[src/rtl/id_decode_ctrl_pkg.sv]
// Shared decode constants: opcodes, immediate-type codes, controller states,
// buffer depth and the per-entry storage layout.
// Macro ID_IMM_PRECOMP_EN adds a precomputed 32-bit immediate to each entry.
package id_decode_ctrl_pkg;

  localparam int unsigned BUF_DEPTH = 2;

  localparam logic [6:0] OP_IMM    = 7'b0010011;
  localparam logic [6:0] OP_LOAD   = 7'b0000011;
  localparam logic [6:0] OP_JALR   = 7'b1100111;
  localparam logic [6:0] OP_STORE  = 7'b0100011;
  localparam logic [6:0] OP_BRANCH = 7'b1100011;
  localparam logic [6:0] OP_LUI    = 7'b0110111;
  localparam logic [6:0] OP_AUIPC  = 7'b0010111;
  localparam logic [6:0] OP_JAL    = 7'b1101111;
  localparam logic [6:0] OP_REG    = 7'b0110011;

  typedef enum logic [2:0] {
    IMM_NONE = 3'd0,
    IMM_I    = 3'd1,
    IMM_S    = 3'd2,
    IMM_B    = 3'd3,
    IMM_U    = 3'd4,
    IMM_J    = 3'd5
  } imm_type_e;

  // Occupancy states; width covers 0..BUF_DEPTH entries.
  typedef enum logic [$clog2(BUF_DEPTH+1)-1:0] {
    EMPTY,
    ONE,
    TWO
  } state_e;

  typedef struct packed {
    logic [31:0] instr;
    logic [31:0] pc;
    imm_type_e   imm_type;
    logic        illegal;
`ifdef ID_IMM_PRECOMP_EN
    logic [31:0] imm;
`endif
  } entry_t;

`ifdef ID_IMM_PRECOMP_EN
  // RV32I immediate operand expansion.
  function automatic logic [31:0] imm_expand(input logic [31:0] i, input imm_type_e t);
    logic [31:0] r;
    case (t)
      IMM_I:   r = {{20{i[31]}}, i[31:20]};
      IMM_S:   r = {{20{i[31]}}, i[31:25], i[11:7]};
      IMM_B:   r = {{19{i[31]}}, i[31], i[7], i[30:25], i[11:8], 1'b0};
      IMM_U:   r = {i[31:12], 12'b0};
      IMM_J:   r = {{11{i[31]}}, i[31], i[19:12], i[20], i[30:21], 1'b0};
      default: r = '0;
    endcase
    return r;
  endfunction
`endif

endpackage

[src/rtl/id_decode_ctrl_imm_type_decode.sv]
// Combinational opcode decode: immediate-type code and illegal flag.
module imm_type_decode
  import id_decode_ctrl_pkg::*;
(
  input  logic [6:0] opcode,
  output logic [2:0] imm_type,
  output logic       illegal
);

  // Map opcode to immediate type; anything unrecognised (including a
  // non-11 low quadrant) is illegal with no immediate.
  always_comb begin
    imm_type = IMM_NONE;
    illegal  = 1'b0;
    case (opcode)
      OP_IMM, OP_LOAD, OP_JALR: imm_type = IMM_I;
      OP_STORE:                 imm_type = IMM_S;
      OP_BRANCH:                imm_type = IMM_B;
      OP_LUI, OP_AUIPC:         imm_type = IMM_U;
      OP_JAL:                   imm_type = IMM_J;
      OP_REG:                   imm_type = IMM_NONE;
      default:                  illegal  = 1'b1;
    endcase
  end

endmodule

[src/rtl/id_decode_ctrl.sv]
// ID-stage controller: 2-entry in-order skid buffer between IF and EX.
// Type/illegal decode happens at enqueue and travels with each entry.
// Macro ID_IMM_PRECOMP_EN: also expand and store the immediate per entry;
// otherwise id_imm is tied to zero.
module id_decode_ctrl
  import id_decode_ctrl_pkg::*;
(
  input  logic        clk,
  input  logic        rst,
  input  logic        if_valid,
  input  logic [31:0] if_instr,
  input  logic [31:0] if_pc,
  output logic        if_ready,
  input  logic        ex_ready,
  input  logic        flush,
  output logic        id_valid,
  output logic [31:0] id_instr,
  output logic [31:0] id_pc,
  output logic [2:0]  id_imm_type,
  output logic        id_illegal,
  output logic [31:0] id_imm
);

  state_e     state;
  entry_t     head;
  entry_t     tail;
  entry_t     new_ent;
  logic [2:0] dec_type;
  logic       dec_ill;
  logic       in_fire;
  logic       out_fire;

  imm_type_decode u_dec (
    .opcode   (if_instr[6:0]),
    .imm_type (dec_type),
    .illegal  (dec_ill)
  );

  // Handshakes decode from registered state only.
  assign if_ready = (state != TWO);
  assign id_valid = (state != EMPTY);
  assign in_fire  = if_valid & if_ready;
  assign out_fire = id_valid & ex_ready;

  // Assemble the entry for the offered instruction.
  always_comb begin
    new_ent          = '0;
    new_ent.instr    = if_instr;
    new_ent.pc       = if_pc;
    new_ent.imm_type = imm_type_e'(dec_type);
    new_ent.illegal  = dec_ill;
`ifdef ID_IMM_PRECOMP_EN
    new_ent.imm      = imm_expand(if_instr, imm_type_e'(dec_type));
`endif
  end

  // Occupancy FSM; head is the output register and is left untouched when
  // the buffer drains so id_* hold their last value.
  always_ff @(posedge clk or posedge rst) begin
    if (rst) begin
      state         <= EMPTY;
      head          <= '0;
      head.imm_type <= IMM_NONE;
      tail          <= '0;
      tail.imm_type <= IMM_NONE;
    end else if (flush) begin
      state <= EMPTY;
    end else begin
      case (state)
        EMPTY: begin
          if (in_fire) begin
            head  <= new_ent;
            state <= ONE;
          end
        end
        ONE: begin
          if (in_fire && out_fire) begin
            head <= new_ent;
          end else if (in_fire) begin
            tail  <= new_ent;
            state <= TWO;
          end else if (out_fire) begin
            state <= EMPTY;
          end
        end
        TWO: begin
          if (out_fire) begin
            head  <= tail;
            state <= ONE;
          end
        end
        default: state <= EMPTY;
      endcase
    end
  end

  assign id_instr    = head.instr;
  assign id_pc       = head.pc;
  assign id_imm_type = head.imm_type;
  assign id_illegal  = head.illegal;
`ifdef ID_IMM_PRECOMP_EN
  assign id_imm      = head.imm;
`else
  assign id_imm      = '0;
`endif

endmodule

[config.mk]
export PLATFORM = sky130hd
export DESIGN_NAME = id_decode_ctrl
export DESIGN_NICKNAME = d
export VERILOG_FILES = /design/src/rtl/id_decode_ctrl_pkg.sv /design/src/rtl/id_decode_ctrl_imm_type_decode.sv /design/src/rtl/id_decode_ctrl.sv
export SDC_FILE = /design/constraint.sdc
export NUM_CORES = 1
export LEC_CHECK = 0
export ABC_CLOCK_PERIOD_IN_PS = 9300
export BUFFER_PORTS_ARGS = -buffer_cell sky130_fd_sc_hd__buf_2
export CELL_PAD_IN_SITES_DETAIL_PLACEMENT = 1
export CELL_PAD_IN_SITES_GLOBAL_PLACEMENT = 1
export CORE_ASPECT_RATIO = 1.25
export CORE_UTILIZATION = 30
export DETAILED_ROUTE_END_ITERATION = 10
export GPL_ROUTABILITY_DRIVEN = 1
export PLACE_DENSITY_LB_ADDON = 0.1
export SYNTH_ARGS = -nofsm -noshare
export SYNTH_HDL_FRONTEND = slang
export SYNTH_SLANG_ARGS = --single-unit
[constraint.sdc]
create_clock -name clk -period 9.3 [get_ports clk]
set_clock_uncertainty 0.15 [all_clocks]
set_input_delay 0.93 -clock clk [delete_from_list [all_inputs] [get_ports clk]]
set_output_delay 0.93 -clock clk [all_outputs]
set_load 0.01 [all_outputs]
======== Word-level counts from Yosys, hierarchy flattened ========
Cells that the tools add are included.
operators by class
  equal/unequal tests ..................... 19
  bitwise logic cells ..................... 4
  reduce and logical (&&, ||, !) cells .... 10
  multiplexer cells ....................... 13
operator list
  operator                                                         number
  68-bit 2-to-1 mux                                                3
  68-bit one-hot mux with 3 select lines                           1
  7-bit by 6-bit == test with 1-bit output, second input constant  3
  7-bit == test, second input constant                             3
  3-bit one-hot mux with 5 select lines                            1
  7-bit by 5-bit == test with 1-bit output, second input constant  2
  2-bit 2-to-1 mux                                                 6
  3-bit != test, second input constant                             3
  9-bit OR reduction                                               1
  2-bit != test, second input constant                             4
  4-bit AND reduction                                              2
  7-bit by 2-bit == test with 1-bit output, second input constant  1
  2-bit one-hot mux with 3 select lines                            1
  5-bit AND reduction                                              1
  4-bit != test, second input constant                             1
  3-bit nonzero test                                               1
  3-bit OR reduction                                               1
  1-bit bitwise AND                                                2
  2-bit by 1-bit == test with 1-bit output, second input constant  1
  2-bit == test, second input constant                             1
  2-bit zero test                                                  1
  1-bit inverter                                                   2
  2-bit nonzero test                                               1
  2-bit OR reduction                                               1
  2 further kinds                                                  2
storage, ports and cells
  output and inout bits ................... 102
  input port bits ......................... 69
  register bits after elaboration ......... 138

======== Logic depth before layout (Yosys ltp) ========
  word-level depth ........................ 7
  depth in mapped cells ................... 7
  gate-level depth less buffers ........... 5

======== Hierarchy ========
From an unflattened synthesis, not the netlist that was laid out.
second synthesis, totals
  cell total of the unflattened synthesis .. 426
  area total of the unflattened synthesis .. 6334.8 sq um
by module, submodules not included
  module           times used  cells an instance  area each (sq um)  seq. area each (sq um)
  id_decode_ctrl   1           411                6236.0             3453.3
  imm_type_decode  1           15                 98.8               0.0

======== Worst setup path after synthesis ========
No wires, ideal clock.
  kind .................................... input-to-reg
  start ................................... input port if_valid
  end ..................................... register head (netlist bit id_imm_type[0])
  slack ................................... 7.126 ns
  stages on the path ...................... 4
  buffers on the path ..................... 1
  arrival time ............................ 1.900 ns
  path through ............................ mux2_4 -> a21oi_4 -> buf_6 -> mux2_2
on the way
  longest elaborated chain between the ends .. 4
  elaborated cells between the ends (all ways) .. 5
  those cells by class .................... eq/ne (2); bitwise (1); reduce/logical (2)
ends and longest elaborated chain
  element                          RTL line              RTL
  from (decl)                      id_decode_ctrl.sv:10  input logic if_valid,
  1-bit bitwise AND *              id_decode_ctrl.sv:42  assign in_fire = if_valid & if_ready;
  1-bit logical AND                id_decode_ctrl.sv:77  if (in_fire && out_fire) begin
  2-bit != test (no line)          --
  5-bit AND reduction (no line) *  --
  to (signal assigned)             id_decode_ctrl.sv:72  head <= new_ent;
  to (signal assigned)             id_decode_ctrl.sv:78  head <= new_ent;
  to (signal assigned)             id_decode_ctrl.sv:88  head <= tail;
  to (decl)                        id_decode_ctrl.sv:25  entry_t head;
Mark *: on every way between the ends. The rest lies on a longest branch, timed or not.
A chain may end at the register's enable or synchronous reset.

======== Final worst setup path ========
  start ................................... input port ex_ready
  end ..................................... register head (netlist bit id_imm_type[0])
on the way
  longest elaborated chain between the ends .. 4
  elaborated cells between the ends (all ways) .. 5
  those cells by class .................... eq/ne (2); bitwise (1); reduce/logical (2)
ends and longest elaborated chain
  element                          RTL line              RTL
  from (decl)                      id_decode_ctrl.sv:14  input logic ex_ready,
  1-bit bitwise AND *              id_decode_ctrl.sv:43  assign out_fire = id_valid & ex_ready;
  1-bit logical AND                id_decode_ctrl.sv:77
  2-bit != test (no line)          --
  5-bit AND reduction (no line) *  --
Marks and branches as above.

==> results.md <==
* Status: completed
* Final hold vios at 0
* Period Utilization, post-route at 0.349
* Synth unique cells at 35
* GRT Total Usage at 0.146
* Max-slew headroom at 0.287
* Static leakage at 3.82 nW
* Global-route wire length before repair at ~23 mm
* PwrDens at about 240 nW/um^2
* Hpwl dp at 9.52 mm
* Avg WL per Cell at roughly 16 um
* Post-CTS setup buffer count at 0
* Via/cell ratio at approximately 4.5
* WL final at about 15 mm
* DRC violations left at 0
* Ratio of cells with drive above 1 in the final layout at 0.384
* CP cell instances: buf_2 -> mux2_4 -> a21oi_4 -> buf_4 -> mux2_2
* CP max stage cell: a21oi_4
* Number of flops mapped to enable cells by yosys at 0
* Register area share after synthesis at 0.555
* Fill cells at around 2300
* Die ar. at 21300 um^2
* Starting Density at 0.307
* Fmax at 0.308 GHz
* CTS-repair resized insts at 0
* # H-tree levels at 4
* Worst endpoint required time at about 9500 ps
* Cell count after synthesis at 508
* Most frequent cells in the layout: 138 x dfrtp_1, 138 x buf_2, 71 x nand2_1
* Num CTS Buffers at 17
* Clock Path Buffers at 2
* Clk sinks at roughly 140
* Site Rows at slightly below 60
* Largest net degree at the start of global routing at 90
* Final TNS setup at 0 ps
* Max-Cap Viols at 0
* Synthesis Warnings at 0
* Number of global-route vias before repair at ~4400
* RSZ-0062 raised after global routing: no
* Slew Viols, Final at 0
* Nets at a little over 700
* Root buffer cell: clkbuf_16
* Skew-Pair Late Insertion Delay at approximately 420 ps
* Final setup vio count at 0
* Top FF cell, synth: dfrtp_1
* Routed vias at between 4000 and 5000
* Hold_buf cts at 0
* Crit path launch type: input pin
* Die Ht at roughly 160 um
* Ant diodes at 0
* Period minus WS final at 3250 ps
* Seq cells post-synth at approximately 140
* CTS tree: done
* Max stage delay on crit path at ~830 ps
* Hold Path Class: register to register
* Final Instance Area at about 7500 um^2
* Antenna violations before repair at 1
* DR pass1 iterations at 4
* Antenna Nets Post-Route at 0
* Boundary Pins at between 150 and 200
* DRT iter0 DRCs at 131
* Netlist Area Pre-Place at around 6200 um^2
* GP Congestion at between 0.6 and 0.7
* Core ar. at between 20000 and 25000 um^2
* Critical Path AT at roughly 3400 ps
* Peak VDD IR at roughly 0.00011 V
* Worst Path Max Fanout at 89
* Die Width at 131 um
* Crit end category: register
* Syn_area_per_cell at approximately 12 um^2
* Worst-path clk slew at roughly 50 ps
* Area Growth Syn to Fin at 20.3%
* Port Buffers at approximately 140
* Crit Path Category: input pin to register
* Worst-Margin Slew at around 1100 ps
* Placed Area at between 6000 and 7000 um^2
* Synth async-reset ratio at 1.00
* Gr ovfl total at 0
==> worst max-delay path: cells and delay by family <==
kind / cells / cell delay [ps]
muxes: 2 / 690
AOI/OAI and AO/OA: 1 / 830
buffers and inverters: 2 / 920
==> per-layer routing <==
layer | vias up | global-route usage | part of all wire
met3 | 16 | 0.0526 | 0.061
met2 | 105 | 0.242 | 0.51
met5 | - | 0 | 0
met1 | 2049 | 0.170 | 0.42
met4 | 0 | 0.0590 | 0.017
li1 | 1951 | - | -
==> area by class of cell <==
class                   instances  area [um^2]  share of cell area
flip-flops and latches        138         3450               0.461
multi-input cells             336         2390               0.319
repair buffers                141          713              0.0953
clock buffers                  19          453              0.0605
well taps                     270          338              0.0451
clock inverters                12          125              0.0167
inverters                       2         12.5             0.00167
==> metrics by stage <==
step / hold WS [ps] / cells / utilization / worst slack (ps) / power [mW]
floorplan: 298 / 539 / - / 4520 / 1.01
finish: 324 / 918 / 0.370 / 6050 / 1.76
global route: 357 / 918 / 0.370 / 5810 / 1.87
detailed placement: 319 / 887 / 0.341 / 5550 / 1.12
CTS: 332 / 918 / 0.370 / 5990 / 1.80
global placement: 310 / 887 / 0.341 / 5570 / 1.10
==> state kept, by name (all words and copies together) (netlist names) <==
name	flops
id_illegal	1
id_imm_type	3
state	2
id_pc	32
id_instr	32
tail	68
==> final timing paths <==
check                             startpoint        endpoint  slack (ps)  cells after the start
worst max-delay path                ex_ready  id_imm_type[0]        6050                      5
min in group asynchronous                rst       id_pc[21]         460                      2
worst max register to register      state[1]  id_imm_type[0]        6190                      4
max in group asynchronous                rst        tail[50]        7140                      3
worst min-delay path            id_instr[22]    id_instr[22]         320                      2
worst min register to register  id_instr[22]    id_instr[22]         320                      2
==> kinds of logic after synthesis <==
| kind of cell | synth area share |
|---|---|
| flip-flops | 0.555 |
| multiplexers | 0.228 |
| AND/OR/NAND/NOR | 0.0652 |
| AO/OA/AOI/OAI | 0.0696 |
| buffers and inverters | 0.0813 |
| other | 0.000603 |
==> cell usage after synthesis (all sizes together) (3+ instances only) <==
cell type / count / share of area
a21oi: 3 / 0.0042
clkbuf: 8 / 0.0060
dfrtp: 138 / 0.56
mux2i: 65 / 0.10
nor2: 4 / 0.0024
o21ai: 69 / 0.056
nand2b: 3 / 0.0030
mux2: 68 / 0.12
o31ai: 3 / 0.0036
buf: 55 / 0.074
nand2: 72 / 0.044
==> power breakdown <==
| part | internal, mW | switching [mW] | leakage, nW | total [mW] |
|---|---|---|---|---|
| logic | 0.144 | 0.149 | 1.84 | 0.293 |
| registers | 0.737 | 0.0712 | 1.71 | 0.809 |
| clock network | 0.405 | 0.257 | 0.280 | 0.662 |
| total | 1.29 | 0.478 | 3.82 | 1.76 |
No activity file was read; power rests on OpenSTA's default activity.
